--- config.mk ---
export PLATFORM = sky130hd
export DESIGN_NAME = moore_1010_overlap_detector
export DESIGN_NICKNAME = d
export VERILOG_FILES = /design/src/rtl/moore_1010_overlap_detector.sv
export SDC_FILE = /design/constraint.sdc
export NUM_CORES = 1
export LEC_CHECK = 0
export CAP_MARGIN = 10
export CORE_AREA = 4 4 41 43
export CTS_CLUSTER_DIAMETER = 100
export DETAILED_ROUTE_END_ITERATION = 8
export DIE_AREA = 0 0 45 47
export PLACE_DENSITY = 0.41
export SLEW_MARGIN = 0
export SYNTH_ARGS = -nofsm -noshare
export SYNTH_HDL_FRONTEND = slang
export SYNTH_SLANG_ARGS = --single-unit
--- constraint.sdc ---
create_clock -name clk -period 1.7 [get_ports clk]
set_input_delay 0.34 -clock clk [delete_from_list [all_inputs] [get_ports clk]]
set_output_delay 0.34 -clock clk [all_outputs]
set_load 0.05 [all_outputs]
--- src/rtl/moore_1010_overlap_detector.sv ---
// moore_1010_overlap_detector
//   Serial 1-0-1-0 sequence detector (Moore FSM, overlapping matches allowed).
//   The detect flag is a registered copy of "state is S1010", so it never
//   depends combinationally on the serial input.
//
// Ports
//   clk      : rising-edge clock
//   rst      : asynchronous, active-low reset
//   in       : serial data bit, sampled on each rising clk edge
//   out      : detect flag, high for the one cycle spent in S1010
//   det_cnt  : saturating detection count since reset
//              (present only when MOORE1010_DET_COUNT_EN is defined)
//
// Parameters
//   CNT_W    : detection counter width, 1..32
//
// Build option
//   MOORE1010_DET_COUNT_EN : compiles in det_cnt and its counter logic.

module moore_1010_overlap_detector #(
  parameter int unsigned CNT_W = 8
) (
  input  logic             clk,
  input  logic             rst,
  input  logic             in,
`ifdef MOORE1010_DET_COUNT_EN
  output logic [CNT_W-1:0] det_cnt,
`endif
  output logic             out
);

  // Reject illegal counter widths at elaboration time.
  if ((CNT_W < 1) || (CNT_W > 32)) begin : g_cnt_w_check
    $error("moore_1010_overlap_detector: CNT_W must be in 1..32");
  end

  typedef enum logic [2:0] {
    S0    = 3'd0,
    S1    = 3'd1,
    S10   = 3'd2,
    S101  = 3'd3,
    S1010 = 3'd4
  } state_e;

  state_e state_q;
  state_e state_d;

  // State register.
  always_ff @(posedge clk or negedge rst) begin
    if (!rst) begin
      state_q <= S0;
    end else begin
      state_q <= state_d;
    end
  end

  // Next-state logic; unused encodings fall back to S0.
  always_comb begin
    state_d = S0;
    case (state_q)
      S0:      state_d = in ? S1   : S0;
      S1:      state_d = in ? S1   : S10;
      S10:     state_d = in ? S101 : S0;
      S101:    state_d = in ? S1   : S1010;
      // Trailing "10" of a match is reused as the prefix of the next one.
      S1010:   state_d = in ? S101 : S0;
      default: state_d = S0;
    endcase
  end

  // Detect flag registered alongside the state so it equals (state_q == S1010).
  always_ff @(posedge clk or negedge rst) begin
    if (!rst) begin
      out <= 1'b0;
    end else begin
      out <= (state_d == S1010);
    end
  end

`ifdef MOORE1010_DET_COUNT_EN
  localparam logic [CNT_W-1:0] CntMax = {CNT_W{1'b1}};

  // Saturating detection counter, updated on the same edge that raises out.
  always_ff @(posedge clk or negedge rst) begin
    if (!rst) begin
      det_cnt <= '0;
    end else if ((state_d == S1010) && (det_cnt != CntMax)) begin
      det_cnt <= det_cnt + CNT_W'(1);
    end
  end
`endif

endmodule

==> run metrics, run 1 <==
Post-Synth XOR/XNOR Area=0%; combined flip-flop and latch cell area=100 um2; share of the synthesized area in compound gates (AO/OA/AOI/OAI)=2.84%; flops & latches, synth=4; remaining antenna violation count after routing=0; commonest non-fill, non-tap cell in the layout=sky130_fd_sc_hd__dfrtp_1; cells taking the most area after synthesis=sky130_fd_sc_hd__dfrtp_1 (57%), sky130_fd_sc_hd__and4bb_2 (21%), sky130_fd_sc_hd__and4bb_1 (7.1%); number of antenna violations at the first check in global routing=0; chip height=47 um; total clock buffers created by CTS=3; WL/cell=10.5 um; number of warnings printed during yosys synthesis=0; final count of hold timing violations=0; outcome=completed; DR vias=132; R2R setup slack=560 ps; top-level port count=4; critical path endpoint category=flip-flop; first-pass GRT wire length=600 um; Worst Clk Skew=3.71 ps; cts-stage hold buffer count=0; length of the first detailed-routing pass in iterations=2; worst reg2reg path startpoint=state_q[1]; post-route design area=245 um2; cell depth of the worst flop-to-flop path=2; number of levels the H-tree was split into=1; number of rows in the core area=13; total power consumption of the routed design=246 uW; sequential fraction of the synthesis area=56.7%; post-synthesis cell type with the largest combined area=sky130_fd_sc_hd__dfrtp_1; Power per Cell Area=1000 mW/mm2; routed via count divided by cell count=4.00; CP Data Arrival Time=1430 ps; post-CTS repair timing setup buffer count=0; Die Width=45 um; critical path type=primary input to flip-flop; Total Die Area=0.00212 mm2; CORE AREA=0.00130 mm2; slew at the pin closest to its max-slew limit=252 ps; overflow left after global routing=0; Crit Reg-Reg Endpoint=state_q[1]; cell area after synthesis=176 um2; GRT Resource Usage Total=4.75%; achievable frequency=757 MHz; worst vdd rail ir drop=0.000349 V; maximum number of buffers from clock root to sink=2; port buffer count=3; DRT Wirelength=346 um; number of DRC violations after detailed-routing iteration 0=8; fraction of layout instances using a drive strength above 1=38.9%; # Max-Cap Violations=0; Critical Path Start Type=primary input; number of fill cells in the layout=148; Tightest Hold Check Type=primary input to asynchronous set/reset pin; count of cell types in the netlist=7; Setup violations, final=0; fin. max-slew vios=0; TritonCTS clock tree=done; number of design rule violations left after detail routing=0; most frequent cells in the layout=sky130_fd_sc_hd__dfrtp_1 (4), sky130_fd_sc_hd__and4bb_2 (3), sky130_fd_sc_hd__clkbuf_4 (3), sky130_fd_sc_hd__clkdlybuf4s50_1 (2); adder and majority gate portion of the synthesized area=0%; net count reported at finish=23; clock insertion delay at the later pin of the skew report=230 ps; Critical Path RT=1810 ps; fin crit share=77.7%; Area growth, synth to finish=39.0%; average cell area after synthesis=14.7 um2; RSZ-0062 raised after global routing=no; clock sink count=4; root cell of the clock tree=sky130_fd_sc_hd__clkbuf_4; area of combinational cells with multiple inputs=76.3 um2; placer's final routability congestion estimate=0.655; largest fanout on the critical path=6; via count of the first global-routing pass=148; leakage=0.000106 uW; starting density of the core=13.6%; placed cell area=223 um2; final setup TNS=0 ps; Post-CTS Resized=0; time the worst path needs with I/O delays and setup=1320 ps; clock transition at the registers of the reported paths=40 ps; combinational family with the most area after synthesis=simple AND/OR/NAND/NOR gates; mux cell area share after synthesis=0%; area fraction of the dominant cell type after synthesis=56.7%; Slew headroom=82.9%; ant diodes=0; Net Count, Synth=15; post-synthesis share of cell area spent on and, or, nand and nor gates=40.4%; largest net degree at the start of global routing=7; Cells after Synth=12
## where the power goes
group | leakage, uW | switching, uW | total [uW] | internal, uW
logic | 0.0000403 | 9.70 | 22.8 | 13.1
clock network | 0.0000138 | 35.2 | 114 | 78.7
registers | 0.0000522 | 7.47 | 109 | 102
## how the worst max path moves through the flow
stage	from	end	slack, ps
2_1_floorplan	state_q[1]	state_q[1]	650
3_3_place_gp	in	state_q[1]	190
3_5_place_dp	in	state_q[1]	150
4_1_cts	in	state_q[1]	400
5_1_grt	in	state_q[1]	370
6_report	in	state_q[1]	380
## synthesized netlist by cell type
master and instances:
sky130_fd_sc_hd__dfrtp_1 4, sky130_fd_sc_hd__and4bb_2 3, sky130_fd_sc_hd__and2_1 1, sky130_fd_sc_hd__and4bb_1 1, sky130_fd_sc_hd__nor4b_1 1, sky130_fd_sc_hd__o21ai_0 1, sky130_fd_sc_hd__or3_1 1
## stage by stage
step                      utilization, %  cells  setup WS [ps]  hold WS, ps
after CTS                           18.8     33            397          311
final                               18.8     33            379          308
after detailed placement            17.1     30            152          558
after global placement              17.1     30            185          558
after global routing                18.8     33            365          319
after floorplan                        -     12            648         44.4
## sequential cells by signal (all words and copies together) (netlist names)
signal,count
state_q,3
out,1
## logic make-up after synthesis
logic type,count (synthesis)
flops,4
compound gates,1
simple gates,7
## metal layers
layer | wire length [um] | vias to the layer above | track usage (%) | share of wire (%)
met5 | 0 | - | 0 | 0
met2 | 130 | 7 | 5.37 | 38
met3 | 44 | 0 | 4.98 | 13
met4 | 0 | 0 | 5.26 | 0
met1 | 170 | 63 | 4.36 | 49
li1 | - | 62 | - | -
## layout make-up
cell class / instances / area share, %
clock buffers: 3 / 9.18
multi-input cells: 8 / 31.1
flip-flops and latches: 4 / 40.8
well taps: 15 / 7.65
repair buffers: 3 / 11.2
## critical path, cell delays in order
cell	delay [ps]
sky130_fd_sc_hd__clkdlybuf4s50_1	480
sky130_fd_sc_hd__and4bb_2	260
sky130_fd_sc_hd__or3_1	340
No activity file was read; power rests on OpenSTA's default activity.
==> run 2: changes to the inputs <==
==> constraint.sdc (replaced) <==
create_clock -name clk -period 1.4 [get_ports clk]
set_input_delay 0.28 -clock clk [delete_from_list [all_inputs] [get_ports clk]]
set_output_delay 0.28 -clock clk [all_outputs]
set_load 0.05 [all_outputs]
==> run metrics, run 2 (same netlist as run 1, synthesis figures left out) <==
number of design rule violations left after detail routing=0; Critical Path Start Type=primary input; maximum number of buffers from clock root to sink=2; final setup TNS=0 ps; first-pass GRT wire length=627 um; largest net degree at the start of global routing=7; Critical Path RT=1510 ps; port buffer count=3; ant diodes=0; DRT Wirelength=331 um; WL/cell=9.74 um; slew at the pin closest to its max-slew limit=217 ps; top-level port count=4; post-layout utilization of the core=20.4%; time the worst path needs with I/O delays and setup=1200 ps; outcome=completed; worst vdd rail ir drop=0.000536 V; Power per Cell Area=1180 mW/mm2; leakage=0.000114 uW; number of DRC violations after detailed-routing iteration 0=2; clock sink count=4; CORE AREA=0.00130 mm2; most frequent cells in the layout=sky130_fd_sc_hd__dfrtp_1 (4), sky130_fd_sc_hd__and4bb_2 (3), sky130_fd_sc_hd__clkbuf_4 (3), sky130_fd_sc_hd__clkdlybuf4s50_1 (2); placer's final routability congestion estimate=0.656; total power consumption of the routed design=313 uW; placed cell area=243 um2; Setup violations, final=0; GRT Resource Usage Total=5.08%; R2R setup slack=290 ps; number of rows in the core area=13; fin crit share=85.7%; root cell of the clock tree=sky130_fd_sc_hd__clkbuf_4; remaining antenna violation count after routing=0; number of antenna violations at the first check in global routing=0; Post-CTS Resized=0; Slew headroom=85.3%; max reg flops=3; overflow left after global routing=0; starting density of the core=13.6%; final count of hold timing violations=0; Die Width=45 um; top register by number of flip-flops=state_q; length of the first detailed-routing pass in iterations=2; post-CTS repair timing setup buffer count=0; commonest non-fill, non-tap cell in the layout=sky130_fd_sc_hd__dfrtp_1; critical path type=primary input to flip-flop; Worst Clk Skew=0.797 ps; number of fill cells in the layout=143; clock transition at the registers of the reported paths=40 ps; net count reported at finish=24; total clock buffers created by CTS=3; DR vias=128; fin. max-slew vios=0; routed via count divided by cell count=3.76; Total Die Area=0.00212 mm2; critical path endpoint category=flip-flop; largest fanout on the critical path=4; # Max-Cap Violations=0; cts-stage hold buffer count=0; fraction of layout instances using a drive strength above 1=42.1%; registers with the highest flip-flop counts=state_q: 3 flops, out: 1 flops; number of cells in the design after placement=31; Finished Layout Cells=34; clock insertion delay at the later pin of the skew report=240 ps; RSZ-0062 raised after global routing=no; chip height=47 um; CP Data Arrival Time=1310 ps; number of levels the H-tree was split into=1; TritonCTS clock tree=done; Area growth, synth to finish=50.4%; achievable frequency=834 MHz; post-route design area=265 um2; via count of the first global-routing pass=135; Tightest Hold Check Type=primary input to asynchronous set/reset pin
## run 2: changes by cell type in the layout (fill, tap and decap cells not counted), sizes merged
cell,change
buf,+1
## run 2: per-layer routing
layer / global-route usage (%) / share of wire (%) / vias to the layer above
met5: 0 / 0 / -
met4: 3.51 / 0 / 0
met3: 6.90 / 15 / 0
met2: 5.08 / 35 / 7
met1: 5.06 / 50 / 59
li1: - / - / 62
## run 2: worst paths after layout
check	cells past startpoint	end	start
setup / recovery	3	state_q[1]	in
hold / removal	1	state_q[1]	rst
setup reg to reg	2	state_q[1]	state_q[0]
hold reg to reg	2	state_q[0]	state_q[2]
max in group asynchronous	1	out	rst
min in group clk	2	state_q[0]	state_q[2]
## run 2: layout make-up
type / instances / area [um2] / share of cell area [%]
flip-flops and latches: 4 / 100 / 37.7
multi-input cells: 8 / 76.3 / 28.8
repair buffers: 4 / 47.5 / 17.9
clock buffers: 3 / 22.5 / 8.49
well taps: 15 / 18.8 / 7.08
## run 2: worst max-delay path: stages
cell and delay, ps:
sky130_fd_sc_hd__clkdlybuf4s50_1 460, sky130_fd_sc_hd__and4bb_2 250, sky130_fd_sc_hd__or3_1 330
## run 2: report_power, final
group | internal, uW | leakage [uW] | total [uW] | switching, uW
combinational | 20.5 | 0.0000479 | 31.6 | 11.2
clock | 96.3 | 0.0000138 | 149 | 52.4
sequential | 124 | 0.0000522 | 132 | 8.77
## run 2: through the flow
stage	hold slack (ps)	setup slack, ps
2_1_floorplan	-15.6	348
3_3_place_gp	501	-27.1
3_5_place_dp	503	-43.4
4_1_cts	248	206
5_1_grt	257	177
6_report	245	201
==> run 3: changes to the inputs <==
--- a/config.mk
+++ b/config.mk
@@ -11,6 +11,7 @@
 export DETAILED_ROUTE_END_ITERATION = 8
 export DIE_AREA = 0 0 45 47
 export PLACE_DENSITY = 0.41
+export REMOVE_ABC_BUFFERS = 1
 export SLEW_MARGIN = 0
 export SYNTH_ARGS = -nofsm -noshare
 export SYNTH_HDL_FRONTEND = slang
==> results of run 3 <==
Same layout as run 2: the final DEF is identical, and so are final timing and power.
